===== config.mk =====
export PLATFORM = sky130hd
export DESIGN_NAME = mem_stage_ctrl
export DESIGN_NICKNAME = d
export VERILOG_FILES = /design/src/rtl/mem_stage_ctrl.sv
export SDC_FILE = /design/constraint.sdc
export NUM_CORES = 1
export LEC_CHECK = 0
export BUFFER_PORTS_ARGS = -buffer_cell sky130_fd_sc_hd__clkbuf_2
export CAP_MARGIN = 15
export CORE_UTILIZATION = 52
export CTS_BUF_LIST = sky130_fd_sc_hd__clkbuf_8
export CTS_CLUSTER_DIAMETER = 120
export DETAILED_ROUTE_END_ITERATION = 16
export PLACE_DENSITY = 0.75
export SLEW_MARGIN = 20
export SYNTH_ARGS = -nofsm -noshare
export SYNTH_HDL_FRONTEND = slang
export SYNTH_SLANG_ARGS = --single-unit

===== constraint.sdc =====
create_clock -name clk -period 2.1 [get_ports clk]
set_clock_uncertainty 0.05 [all_clocks]
set_input_delay 0.42 -clock clk [delete_from_list [all_inputs] [get_ports clk]]
set_output_delay 0.42 -clock clk [all_outputs]
set_load 0.05 [all_outputs]

===== src/rtl/mem_stage_ctrl.sv =====
// MEM-stage sequencer: holds the pipeline while a data-memory req/ready access is outstanding,
// and a hung memory becomes a sticky fault. Optional perf counters: define MEM_STAGE_PERF_EN.
module mem_stage_ctrl #(
    parameter int MAX_WAIT = 15
`ifdef MEM_STAGE_PERF_EN
    ,
    parameter int CNT_W    = 16
`endif
) (
    input  logic             clk,
    input  logic             R,
    input  logic             MEM_Enable_signal,
    input  logic             MEM_RW_enable,
    input  logic             MEM_Size_enable,
    input  logic             MEM_load_instr,
    input  logic             dm_ready,
    output logic             dm_req,
    output logic             dm_we,
    output logic             dm_size,
    output logic             stall,
    output logic             ld_valid,
    output logic             fault
`ifdef MEM_STAGE_PERF_EN
    ,
    output logic [CNT_W-1:0] acc_cnt,
    output logic [CNT_W-1:0] stall_cnt
`endif
);

    localparam logic [1:0] S_IDLE = 2'd0;
    localparam logic [1:0] S_BUSY = 2'd1;
    localparam logic [1:0] S_DONE = 2'd2;
    localparam logic [1:0] S_ERR  = 2'd3;

    localparam logic [7:0] WAIT_LAST = 8'(MAX_WAIT - 1);

    logic [1:0] r_state;
    logic [7:0] r_wait;
    logic       r_ld;
    logic       r_dm_req;
    logic       r_dm_we;
    logic       r_dm_size;
    logic       r_fault;
    logic       w_stall;
    logic       w_accept;

    assign w_accept = (r_state == S_IDLE) && MEM_Enable_signal;

    // Gated by R so the pipeline is never frozen while the core is being reset.
    assign w_stall = !R && (w_accept || (r_state == S_BUSY) || (r_state == S_ERR));

    always_ff @(posedge clk) begin
        if (R) begin
            r_state   <= S_IDLE;
            r_wait    <= 8'd0;
            r_ld      <= 1'b0;
            r_dm_req  <= 1'b0;
            r_dm_we   <= 1'b0;
            r_dm_size <= 1'b0;
            r_fault   <= 1'b0;
        end else begin
            case (r_state)
                S_IDLE: begin
                    if (MEM_Enable_signal) begin
                        r_ld      <= MEM_load_instr;
                        r_dm_req  <= 1'b1;
                        r_dm_we   <= MEM_RW_enable;
                        r_dm_size <= MEM_Size_enable;
                        r_wait    <= 8'd0;
                        r_state   <= S_BUSY;
                    end
                end
                S_BUSY: begin
                    // ready on the final allowed cycle still counts as success
                    if (dm_ready) begin
                        r_dm_req <= 1'b0;
                        r_dm_we  <= 1'b0;
                        r_state  <= S_DONE;
                    end else if (r_wait == WAIT_LAST) begin
                        r_dm_req <= 1'b0;
                        r_dm_we  <= 1'b0;
                        r_fault  <= 1'b1;
                        r_state  <= S_ERR;
                    end else begin
                        r_wait <= r_wait + 8'd1;
                    end
                end
                S_DONE:  r_state <= S_IDLE;
                S_ERR:   r_state <= S_ERR;
                default: r_state <= S_IDLE;
            endcase
        end
    end

    assign dm_req   = r_dm_req;
    assign dm_we    = r_dm_we;
    assign dm_size  = r_dm_size;
    assign stall    = w_stall;
    assign ld_valid = (r_state == S_DONE) && r_ld;
    assign fault    = r_fault;

`ifdef MEM_STAGE_PERF_EN
    localparam logic [CNT_W-1:0] CNT_ONE = {{(CNT_W-1){1'b0}}, 1'b1};

    logic [CNT_W-1:0] r_acc_cnt;
    logic [CNT_W-1:0] r_stall_cnt;

    always_ff @(posedge clk) begin
        if (R) begin
            r_acc_cnt   <= '0;
            r_stall_cnt <= '0;
        end else begin
            if (w_accept && !(&r_acc_cnt))
                r_acc_cnt <= r_acc_cnt + CNT_ONE;
            if (w_stall && !(&r_stall_cnt))
                r_stall_cnt <= r_stall_cnt + CNT_ONE;
        end
    end

    assign acc_cnt   = r_acc_cnt;
    assign stall_cnt = r_stall_cnt;
`endif

endmodule


# Word level (Yosys, flattened, before mapping)
# Cells that the tools add are included.
[word_totals] regBits=15 in_bits=7 wordCells=44
[classes] add_sub_neg=1 n_eq_ne=8 muxes=14 n_bitwise=1 n_reduce_logical=13
[op_table] operator="8-bit two-way mux" n=3
[op_table] operator="8-bit case mux with 2 select lines" n=1
[op_table] operator="8-bit by 1-bit adder with 8-bit output (second input constant)" n=1
[op_table] operator="8-bit by 4-bit equality test with 1-bit output (second input constant)" n=1
[op_table] operator="2-bit case mux with 4 select lines" n=1
[op_table] operator="2-bit two-way mux" n=3
[op_table] operator="2-bit != test (second input constant)" n=3
[op_table] operator="3-bit AND reduction" n=2
[op_table] operator="2-bit equality test (second input constant)" n=2
[op_table] operator="1-bit two-way mux" n=4
[op_table] operator="1-bit case mux with 2 select lines" n=2
[op_table] operator="2-bit AND reduction" n=2
[op_table] operator="4-bit AND reduction" n=1
[op_table] operator="1-bit logical AND" n=3
[op_table] operator="3-bit by 2-bit != test with 1-bit output (second input constant)" n=1
[op_table] operator="2-bit by 1-bit equality test with 1-bit output (second input constant)" n=1
[op_table] operator="2-bit logical NOT" n=1
[op_table] operator="1-bit logical OR" n=2
[op_table] operator="2-bit nonzero test" n=1
[op_table] operator="1-bit logical NOT" n=1
[op_table] operator="1-bit inverter" n=1

# Logic depth before layout (Yosys ltp)
# Gate-level depths: netlist (run 1).
[depth] word_depth=5 mapped_depth=6

# Least setup slack after synthesis (run 1)
# No wires, ideal clock.
[synth_timing] path_kind="input to output" start="input port R" end="output port stall" arrival_ps=1243 required_time_ps=1630 setup_slack_ps=387 stages=2 cell_sequence="buf_2 > nor2_1"
[synth_between] elab_chain_cells=2
[synth_lines] element="start: declaration" line="11" rtl="input logic R,"
[synth_lines] element="1-bit logical NOT" line="50" rtl="assign w_stall = !R && (w_accept || (r_state == S_BUSY) || (r_state == S_ERR));"
[synth_lines] element="1-bit logical AND" line="50"
[synth_lines] element="end: declaration" line="20" rtl="output logic stall,"
# No other way between the ends.

# Worst setup path after layout (run 1)
[layout_timing] start="register r_state[0]" end="register r_wait[5]"
[layout_between] elab_chain_cells=3 word_cells_on_any_way=8
[layout_lines] element="start: declaration" line="37" rtl="logic [1:0] r_state;"
[layout_lines] element="start signal: assignment" line="54" rtl="r_state <= S_IDLE;"
[layout_lines] element="start signal: assignment" line="70" rtl="r_state <= S_BUSY;"
[layout_lines] element="start signal: assignment" line="78" rtl="r_state <= S_DONE;"
[layout_lines] element="2-bit by 1-bit equality test with 1-bit output / 2-bit logical NOT (equally long branches)" line="62" rtl="case (r_state)"
[layout_lines] element="2-bit != test (no line) / 2-bit nonzero test (equally long branches)"
[layout_lines] element="4-bit AND reduction (no line)"
[layout_lines] element="end signal: assignment" line="85" rtl="r_wait <= r_wait + 8'd1;"
[layout_lines] element="end: declaration" line="38" rtl="logic [7:0] r_wait;"
# Several ways; a longest one is shown, not always the timed one.
# A chain may end at the register's enable or synchronous reset.

==> reports/qor.txt, run 1 <==
Post-Syn Instances -> 87
Sink Count -> 15
number of fill cells -> 119
GRT Total Usage -> 21.0%
Lkg Pwr -> 0.410 nW
Required @ worst endpoint -> 2.24 ns
top_reg_cell synth -> dfxtp_1
synthesis-stage register bit count -> 15
worst vdd ir -> 0.573 mV
RSZ-0062 raised after global routing -> false
DRC -> 0
CTS Buffer Depth -> 2
Slew headroom -> 74.0%
first-pass GRT wire length -> 2230 um
fin crit share -> 85.6%
Area Overhead vs Synth -> 17.0%
min cycle time layout -> 1.80 ns
syn_nets -> 96
Initial Util -> 57.3%
synthesized area -> 764 um^2
commonest non-fill, non-tap cell in the layout -> dfxtp_1
DP HPWL -> 1100 um
data arrival time of the critical path -> 1.94 ns
# nets final -> 113
post-cts hold buffer count -> 0
EDFF count, synth -> 0
status -> completed
CP cell instances -> or3b_4, a211o_1, o41ai_2, a21o_1
worst-path fanout max -> 12
chip width -> 40.3 um
GR Overflow Total -> 0
post-synth top area share -> 39.3%
most frequent cells in the layout -> 15 x dfxtp_1, 12 x clkbuf_2, 9 x nand2_1, 8 x nor2_1, 6 x a21oi_1
setup bufs post-CTS -> 0
largest net degree at the start of global routing -> 13
CTS H-tree lvls -> 1
Seq/Total Area, Yosys -> 39.3%
port bufs -> 12
met3 Usage GRT -> 5.00%
vias post-DR -> 657
area of the core -> 1330 um^2
IO Pins -> 13
maxcap violations -> 0
Post-Place Cell Area -> 848 um^2
Worst Hold Slack -> 0.343 ns
register area -> 300 um^2
initial antenna violation count -> 0
final hold viol count -> 0
antenna cells -> 0
FP Rows -> 13
Synth async-reset ratio -> 0%
Mean Syn Cell Area -> 8.79 um^2
HP Class -> primary input to flop
fraction of layout cells with a size suffix above 1 -> 21.4%
Worst Tran Pin Value -> 0.390 ns
Num CTS Buffers -> 3
Die ar. -> 1630 um^2
CTS tree -> built
setup TNS -> 0 ns
post-route cell area -> 895 um^2
root buffer cell -> clkbuf_8
worst r2r path cells -> 4
Pwr per Cell Area -> 694 nW/um^2
vias in the first global route -> 551
warning count from the yosys run -> 0
WL/cell -> 12.4 um
max incr delay on CP -> 0.51 ns
final slew viol count -> 0
CP max-delay cell -> dfxtp_1
post-CTS sizing -> 0
dominant cells by area after synthesis -> dfxtp_1 39%, nand2_1 4.4%, a21oi_1 3.9%
worst-skew pair later-pin latency -> 0.25 ns
critical path launch point type -> flop
routability cong. -> 0.798
element type at the critical path end -> flop
WS Path Type -> flop to flop
1st-iter DRT viols -> 18
routed wire length -> 1460 um
setup violators final -> 0
CTS clock-pin slew for the worst setup and hold paths -> 0.06 ns
area leader, netlist -> dfxtp_1
Multi-input gate area -> 439 um^2
met1 Use GR -> 26.4%
Worst Hold Depth -> 3
Peak Freq -> 557 MHz
DRT Pass-1 Iters -> 4
Die Y-Extent -> 40.3 um
Via density -> 5.57
antenna-violating nets left -> 0
grt peak-use layer -> met2
met2 Usage GRT -> 32.1%
Synth cell types -> 33
cell families after synthesis:
kind of cell	Yosys count	synth area share (%)
AO/OA/AOI/OAI	24	23.7
adder cells (fa/ha/maj)	2	3.27
buffers and inverters	6	3.27
flip-flops	15	39.3
multiplexers	2	2.62
AND/OR/NAND/NOR	38	27.8
per-layer routing:
metal	routed length, um	up-vias
li1	-	351
met1	746	282
met2	631	19
met3	57	5
met4	25	0
met5	0	-
critical path: cells and delay by family, from the launching register on:
family	cells	cell delay, ns
flip-flops	1	0.51
AO/OA/AOI/OAI	3	0.75
AND/OR/NAND/NOR	1	0.43
layout make-up:
class / count / area share, %
Inverter: 4 / 1.68
Clock buffer: 3 / 4.62
Tap cell: 15 / 2.10
Timing Repair Buffer: 14 / 8.39
Sequential cell: 15 / 33.6
Multi-Input combinational cell: 66 / 49.1
Clock inverter: 1 / 0.559
power by group:
group          internal (mW)  total (mW)  switching, mW
combinational         0.0312      0.0876         0.0564
clock                  0.131       0.227         0.0961
sequential             0.295       0.306         0.0112
total                  0.458       0.621          0.164
state kept, by name, indices dropped and copies added (netlist names):
signal	count
r_wait	8
r_ld	1
fault	1
dm_size	1
dm_we	1
dm_req	1
r_state	2
worst paths after layout:
kind	to	slack (ns)	startpoint
setup / recovery	r_wait[5]$_SDFFE_PP0P_	0.30	r_state[0]$_SDFFE_PP0P_
hold / removal	dm_we$_SDFFE_PP0P_	0.34	MEM_RW_enable
setup reg to reg	r_wait[5]$_SDFFE_PP0P_	0.30	r_state[0]$_SDFFE_PP0P_
hold reg to reg	dm_we$_SDFFE_PP0P_	0.43	dm_we$_SDFFE_PP0P_
stage by stage:
stage               power, mW  utilization [%]  instances  setup slack, ns
global placement        0.399             63.6        114            0.379
floorplan               0.377                -         87            0.387
finish                  0.621             67.1        118            0.303
CTS                     0.628             67.1        118            0.287
detailed placement      0.400             63.6        114            0.301
global route            0.648             67.1        118            0.192
cell usage after synthesis, types with 3 or more instances:
master / n
dfxtp_1: 15
a21oi_1: 6
and3_1: 3
o21ai_0: 3
inv_1: 4
nand2_1: 9
a21o_1: 3
nand2b_1: 3
nor2_1: 8
nand3_1: 4
Note: power is estimated with default switching activity, not from simulation.
==> inputs of run 2 (changes only) <==
--- a/config.mk
+++ b/config.mk
@@ -12,6 +12,7 @@
 export CTS_CLUSTER_DIAMETER = 120
 export DETAILED_ROUTE_END_ITERATION = 16
 export PLACE_DENSITY = 0.75
+export REMOVE_ABC_BUFFERS = 1
 export SLEW_MARGIN = 20
 export SYNTH_ARGS = -nofsm -noshare
 export SYNTH_HDL_FRONTEND = slang
==> constraint.sdc (replaced) <==
create_clock -name clk -period 2.1 [get_ports clk]
set_clock_uncertainty 0.05 [all_clocks]
set_input_delay 0.21 -clock clk [delete_from_list [all_inputs] [get_ports clk]]
set_output_delay 0.21 -clock clk [all_outputs]
set_load 0.05 [all_outputs]
==> run 2 against run 1 <==
- hold slack lost 0.21 ns
- sequential cell count unchanged
- maximum frequency decreased by 0.63%
- core utilization did not move
- critical path type unchanged
- largest cell class unchanged
- largest power group unchanged
- highest routed layer unchanged
==> reports/qor.txt, run 2 (synthesis gave the netlist of run 1 again) <==
status -> completed
met3 Usage GRT -> 5.00%
Biggest register -> r_wait
setup bufs post-CTS -> 0
CTS Buffer Depth -> 2
Critical path buffers and inverters -> 0
max incr delay on CP -> 0.52 ns
Area Overhead vs Synth -> 17.0%
Slew headroom -> 76.2%
fin crit share -> 86.1%
IO Pins -> 13
Initial Util -> 57.3%
GR Overflow Total -> 0
1st-iter DRT viols -> 16
port bufs -> 12
Via density -> 5.89
first-pass GRT wire length -> 2470 um
Required @ worst endpoint -> 2.24 ns
Peak Freq -> 553 MHz
CTS clock-pin slew for the worst setup and hold paths -> 0.06 ns
root buffer cell -> clkbuf_8
HP Class -> primary input to flop
DRC -> 0
antenna-violating nets left -> 0
Post-Place Worst Slack -> 0.308 ns
maxcap violations -> 0
post-cts hold buffer count -> 0
GRT Total Usage -> 23.1%
met1 Use GR -> 30.3%
fraction of layout cells with a size suffix above 1 -> 21.4%
setup TNS -> 0 ns
DRT Pass-1 Iters -> 4
Worst Tran Pin Value -> 0.357 ns
commonest non-fill, non-tap cell in the layout -> dfxtp_1
post-CTS sizing -> 0
worst setup margin -> 0.292 ns
Die ar. -> 1630 um^2
setup violators final -> 0
vias post-DR -> 695
met2 Usage GRT -> 34.9%
max reg flops -> 8
worst vdd ir -> 0.588 mV
DP HPWL -> 1150 um
CP max-delay cell -> dfxtp_1
final hold viol count -> 0
largest net degree at the start of global routing -> 13
FP Rows -> 13
RSZ-0062 raised after global routing -> false
data arrival time of the critical path -> 1.95 ns
Num CTS Buffers -> 3
final slew viol count -> 0
chip width -> 40.3 um
critical path launch point type -> flop
CP cell instances -> or3b_4, a211o_1, o41ai_2, a21o_1
initial antenna violation count -> 0
# nets final -> 113
CTS H-tree lvls -> 1
biggest regs -> r_wait (8), r_state (2)
min cycle time layout -> 1.81 ns
routability cong. -> 0.829
Die Y-Extent -> 40.3 um
area of the core -> 1330 um^2
number of fill cells -> 117
vias in the first global route -> 581
worst-path fanout max -> 12
Sink Count -> 15
element type at the critical path end -> flop
worst-skew pair later-pin latency -> 0.24 ns
WL/cell -> 13.2 um
grt peak-use layer -> met2
WS Path Type -> flop to flop
antenna cells -> 0
Lkg Pwr -> 0.410 nW
most frequent cells in the layout -> 15 x dfxtp_1, 12 x clkbuf_2, 9 x nand2_1, 8 x nor2_1, 6 x a21oi_1
routed wire length -> 1560 um
Top delay family on crit path -> compound AO/OA/AOI/OAI gates
Pwr per Cell Area -> 697 nW/um^2
CTS tree -> built
[run 2: power breakdown]
part	internal, mW	switching [mW]
clock	0.131	0.0966
sequential	0.295	0.0116
combinational	0.0312	0.0576
[run 2: final cells by class]
| type | instances | area [um^2] | share of cell area [%] |
|---|---|---|---|
| sequential | 15 | 300 | 33.6 |
| tap | 15 | 18.8 | 2.10 |
| timing repair buffer | 14 | 75.1 | 8.39 |
| clock inverter | 1 | 5.00 | 0.559 |
| inverter | 4 | 15.0 | 1.68 |
| clock buffer | 3 | 41.3 | 4.62 |
| multi-input combinational | 66 | 439 | 49.1 |
[run 2: path summary, 6_finish.rpt]
| check | start | end | slack (ns) | cells after the start |
|---|---|---|---|---|
| worst max-delay path | r_state[0]$_SDFFE_PP0P_ | r_wait[5]$_SDFFE_PP0P_ | 0.29 | 4 |
| worst min-delay path | MEM_RW_enable | dm_we$_SDFFE_PP0P_ | 0.14 | 3 |
| worst max register to register | r_state[0]$_SDFFE_PP0P_ | r_wait[5]$_SDFFE_PP0P_ | 0.29 | 4 |
| worst min register to register | fault$_SDFFE_PP0P_ | fault$_SDFFE_PP0P_ | 0.42 | 1 |
[run 2: metal layers]
metal	vias up	wire [um]	part of all wire, %
met5	-	0	0
met4	0	21	1.3
met3	4	76	4.9
met2	20	705	45
met1	319	758	49
li1	352	-	-
[run 2: through the flow]
step | hold WS, ns | area (um^2) | util [%] | power (mW) | instances
after floorplan | 0.229 | 754 | - | 0.373 | 85
final | 0.135 | 895 | 67.1 | 0.623 | 118
after global placement | 0.383 | 848 | 63.6 | 0.399 | 114
after detailed placement | 0.393 | 848 | 63.6 | 0.401 | 114
after global routing | 0.146 | 895 | 67.1 | 0.653 | 118
after CTS | 0.132 | 895 | 67.1 | 0.630 | 118
[run 2: tightest hold or removal path, delay by kind of cell]
family	cells	cell delay, ns
buf+inv	1	0.08
compound gates	1	0.05
simple gates	1	0.05
==> inputs of run 3 (changes only) <==
--- a/config.mk
+++ b/config.mk
@@ -7,11 +7,12 @@
 export LEC_CHECK = 0
 export BUFFER_PORTS_ARGS = -buffer_cell sky130_fd_sc_hd__clkbuf_2
 export CAP_MARGIN = 15
-export CORE_UTILIZATION = 52
+export CORE_ASPECT_RATIO = 0.75
+export CORE_UTILIZATION = 41
 export CTS_BUF_LIST = sky130_fd_sc_hd__clkbuf_8
 export CTS_CLUSTER_DIAMETER = 120
 export DETAILED_ROUTE_END_ITERATION = 16
-export PLACE_DENSITY = 0.75
+export PLACE_DENSITY_LB_ADDON = 0.12
 export REMOVE_ABC_BUFFERS = 1
 export SLEW_MARGIN = 20
 export SYNTH_ARGS = -nofsm -noshare
==> run 3 against run 2 <==
- first-iteration DRC count is the same
- power grew 0.50%
- non-clock buffer count is the same
- critical path type unchanged
- sequential share of layout area shrank 0.28 points
- largest power group unchanged
- combinational power grew 1%
- maximum frequency shrank 2.0%
- core utilization shrank 15 points
- wire length grew 9.2%
- sequential power is essentially flat
==> reports/qor.txt, run 3 (synthesis gave the netlist of run 1 again) <==
CTS H-tree lvls -> 1
DRT Pass-1 Iters -> 4
Via density -> 5.44
# nets final -> 113
antenna-violating nets left -> 0
routability cong. -> 0.795
initial antenna violation count -> 0
Num CTS Buffers -> 3
hold endpoint -> r_state[0]$_SDFFE_PP0P_
worst vdd ir -> 0.539 mV
final hold viol count -> 0
status -> completed
maxcap violations -> 0
critical path launch point type -> flop
Top delay family on crit path -> compound AO/OA/AOI/OAI gates
r2r setup slk -> 0.25 ns
switching portion of total power -> 27.3%
biggest regs -> r_wait (8), r_state (2)
most frequent cells in the layout -> 15 x dfxtp_1, 12 x clkbuf_2, 9 x nand2_1, 8 x nor2_1, 6 x a21oi_1
Pwr per Cell Area -> 694 nW/um^2
Initial Util -> 43.9%
Lkg Pwr -> 0.412 nW
CTS tree -> built
post-CTS sizing -> 0
antenna cells -> 0
fin crit share -> 87.9%
FP Rows -> 13
max incr delay on CP -> 0.55 ns
number of fill cells -> 177
Comb pwr share -> 14.3%
Peak Freq -> 542 MHz
worst setup margin -> 0.254 ns
worst-path fanout max -> 12
HP Class -> primary input to flop
WL/cell -> 13.6 um
element type at the critical path end -> flop
largest net degree at the start of global routing -> 13
Post-Place Cell Area -> 857 um^2
vias post-DR -> 680
Required @ worst endpoint -> 2.25 ns
1st-iter DRT viols -> 16
IO Pins -> 13
GR Overflow Total -> 0
chip width -> 51.9 um
Die ar. -> 2040 um^2
final slew viol count -> 0
CTS Buffer Depth -> 2
Sink Count -> 15
WS Path Type -> flop to flop
Worst Tran Pin Value -> 0.439 ns
post-route cell area -> 902 um^2
Crit Reg-Reg Endpoint -> r_wait[5]$_SDFFE_PP0P_
commonest non-fill, non-tap cell in the layout -> dfxtp_1
worst r2r path cells -> 4
Pint -> 456 uW
Area Overhead vs Synth -> 18.0%
Psw -> 171 uW
Critical path buffers and inverters -> 0
first-pass GRT wire length -> 2890 um
CTS clock-pin slew for the worst setup and hold paths -> 0.06 ns
Post-Place Worst Slack -> 0.298 ns
CP max-delay cell -> dfxtp_1
RSZ-0062 raised after global routing -> false
area of the core -> 1740 um^2
DP HPWL -> 1230 um
min cycle time layout -> 1.85 ns
worst-skew pair later-pin latency -> 0.25 ns
fraction of layout cells with a size suffix above 1 -> 20.4%
data arrival time of the critical path -> 1.99 ns
Die Y-Extent -> 39.4 um
setup TNS -> 0 ns
root buffer cell -> clkbuf_8
max reg flops -> 8
post-cts hold buffer count -> 0
Worst Hold Depth -> 2
setup violators final -> 0
setup bufs post-CTS -> 0
share of total power in sequential cells -> 49.1%
RR Startpoint -> r_state[0]$_SDFFE_PP0P_
GRT Total Usage -> 20.5%
routed wire length -> 1710 um
DRC -> 0
Biggest register -> r_wait
Slew headroom -> 70.8%
Hold Crit Start -> dm_ready
CP cell instances -> or3b_4, a211o_1, o41ai_2, a21o_1
Clk pwr share -> 36.6%
port bufs -> 12
vias in the first global route -> 639
[run 3: cell types whose count changed in the layout (fill, tap and decap cells not counted), sizes merged]
cell / change
clkinv: -1
inv: +1
[run 3: how the worst max path moves through the flow]
stage	startpoint	to	slack, ns	cells past startpoint
floorplan	r_state[0]$_SDFFE_PP0P_	r_wait[5]$_SDFFE_PP0P_	0.45	4
global placement	r_state[0]$_SDFFE_PP0P_	r_wait[5]$_SDFFE_PP0P_	0.31	4
detailed placement	r_state[0]$_SDFFE_PP0P_	r_wait[5]$_SDFFE_PP0P_	0.30	4
finish	r_state[0]$_SDFFE_PP0P_	r_wait[5]$_SDFFE_PP0P_	0.25	4
global route	r_state[0]$_SDFFE_PP0P_	r_wait[5]$_SDFFE_PP0P_	0.18	4
CTS	r_state[0]$_SDFFE_PP0P_	r_wait[5]$_SDFFE_PP0P_	0.27	4
[run 3: metal layers]
layer | global-route usage, % | up-vias | routed length, um
li1 | - | 347 | -
met1 | 26.3 | 314 | 905
met2 | 30.8 | 17 | 707
met3 | 7.36 | 2 | 77
met4 | 8.78 | 0 | 15
met5 | 0 | - | 0
[run 3: power groups by stage]
stage / clock, mW / sequential, mW / combinational [mW]
after floorplan: 0 / 0.326 / 0.0466
after global placement: 0 / 0.313 / 0.0887
after detailed placement: 0 / 0.313 / 0.0890
after CTS: 0.235 / 0.307 / 0.0898
after global routing: 0.249 / 0.310 / 0.0987
final: 0.229 / 0.307 / 0.0898
[run 3: worst reg2reg max path, stage by stage, from the launching register on]
cell	delay, ns
dfxtp_1	0.55
or3b_4	0.44
a211o_1	0.35
o41ai_2	0.29
a21o_1	0.12
[run 3: cell type report]
| cell class | instances | area (um^2) | area share [%] |
|---|---|---|---|
| clock buffer | 3 | 41.3 | 4.58 |
| clock inverter | 1 | 3.75 | 0.416 |
| timing repair buffer | 14 | 75.1 | 8.32 |
| multi-input combinational | 66 | 439 | 48.7 |
| tap | 22 | 27.5 | 3.05 |
| sequential | 15 | 300 | 33.3 |
| inverter | 4 | 15.0 | 1.66 |
[run 3: per-stage QoR]
step           utilization (%)  cells  hold WS (ns)  power (mW)
2_1_floorplan                -     85         0.229       0.373
3_3_place_gp              49.2    121         0.386       0.401
3_5_place_dp              49.2    121         0.406       0.402
4_1_cts                   51.8    125         0.143       0.632
5_1_grt                   51.8    125         0.151       0.658
6_report                  51.8    125         0.140       0.627
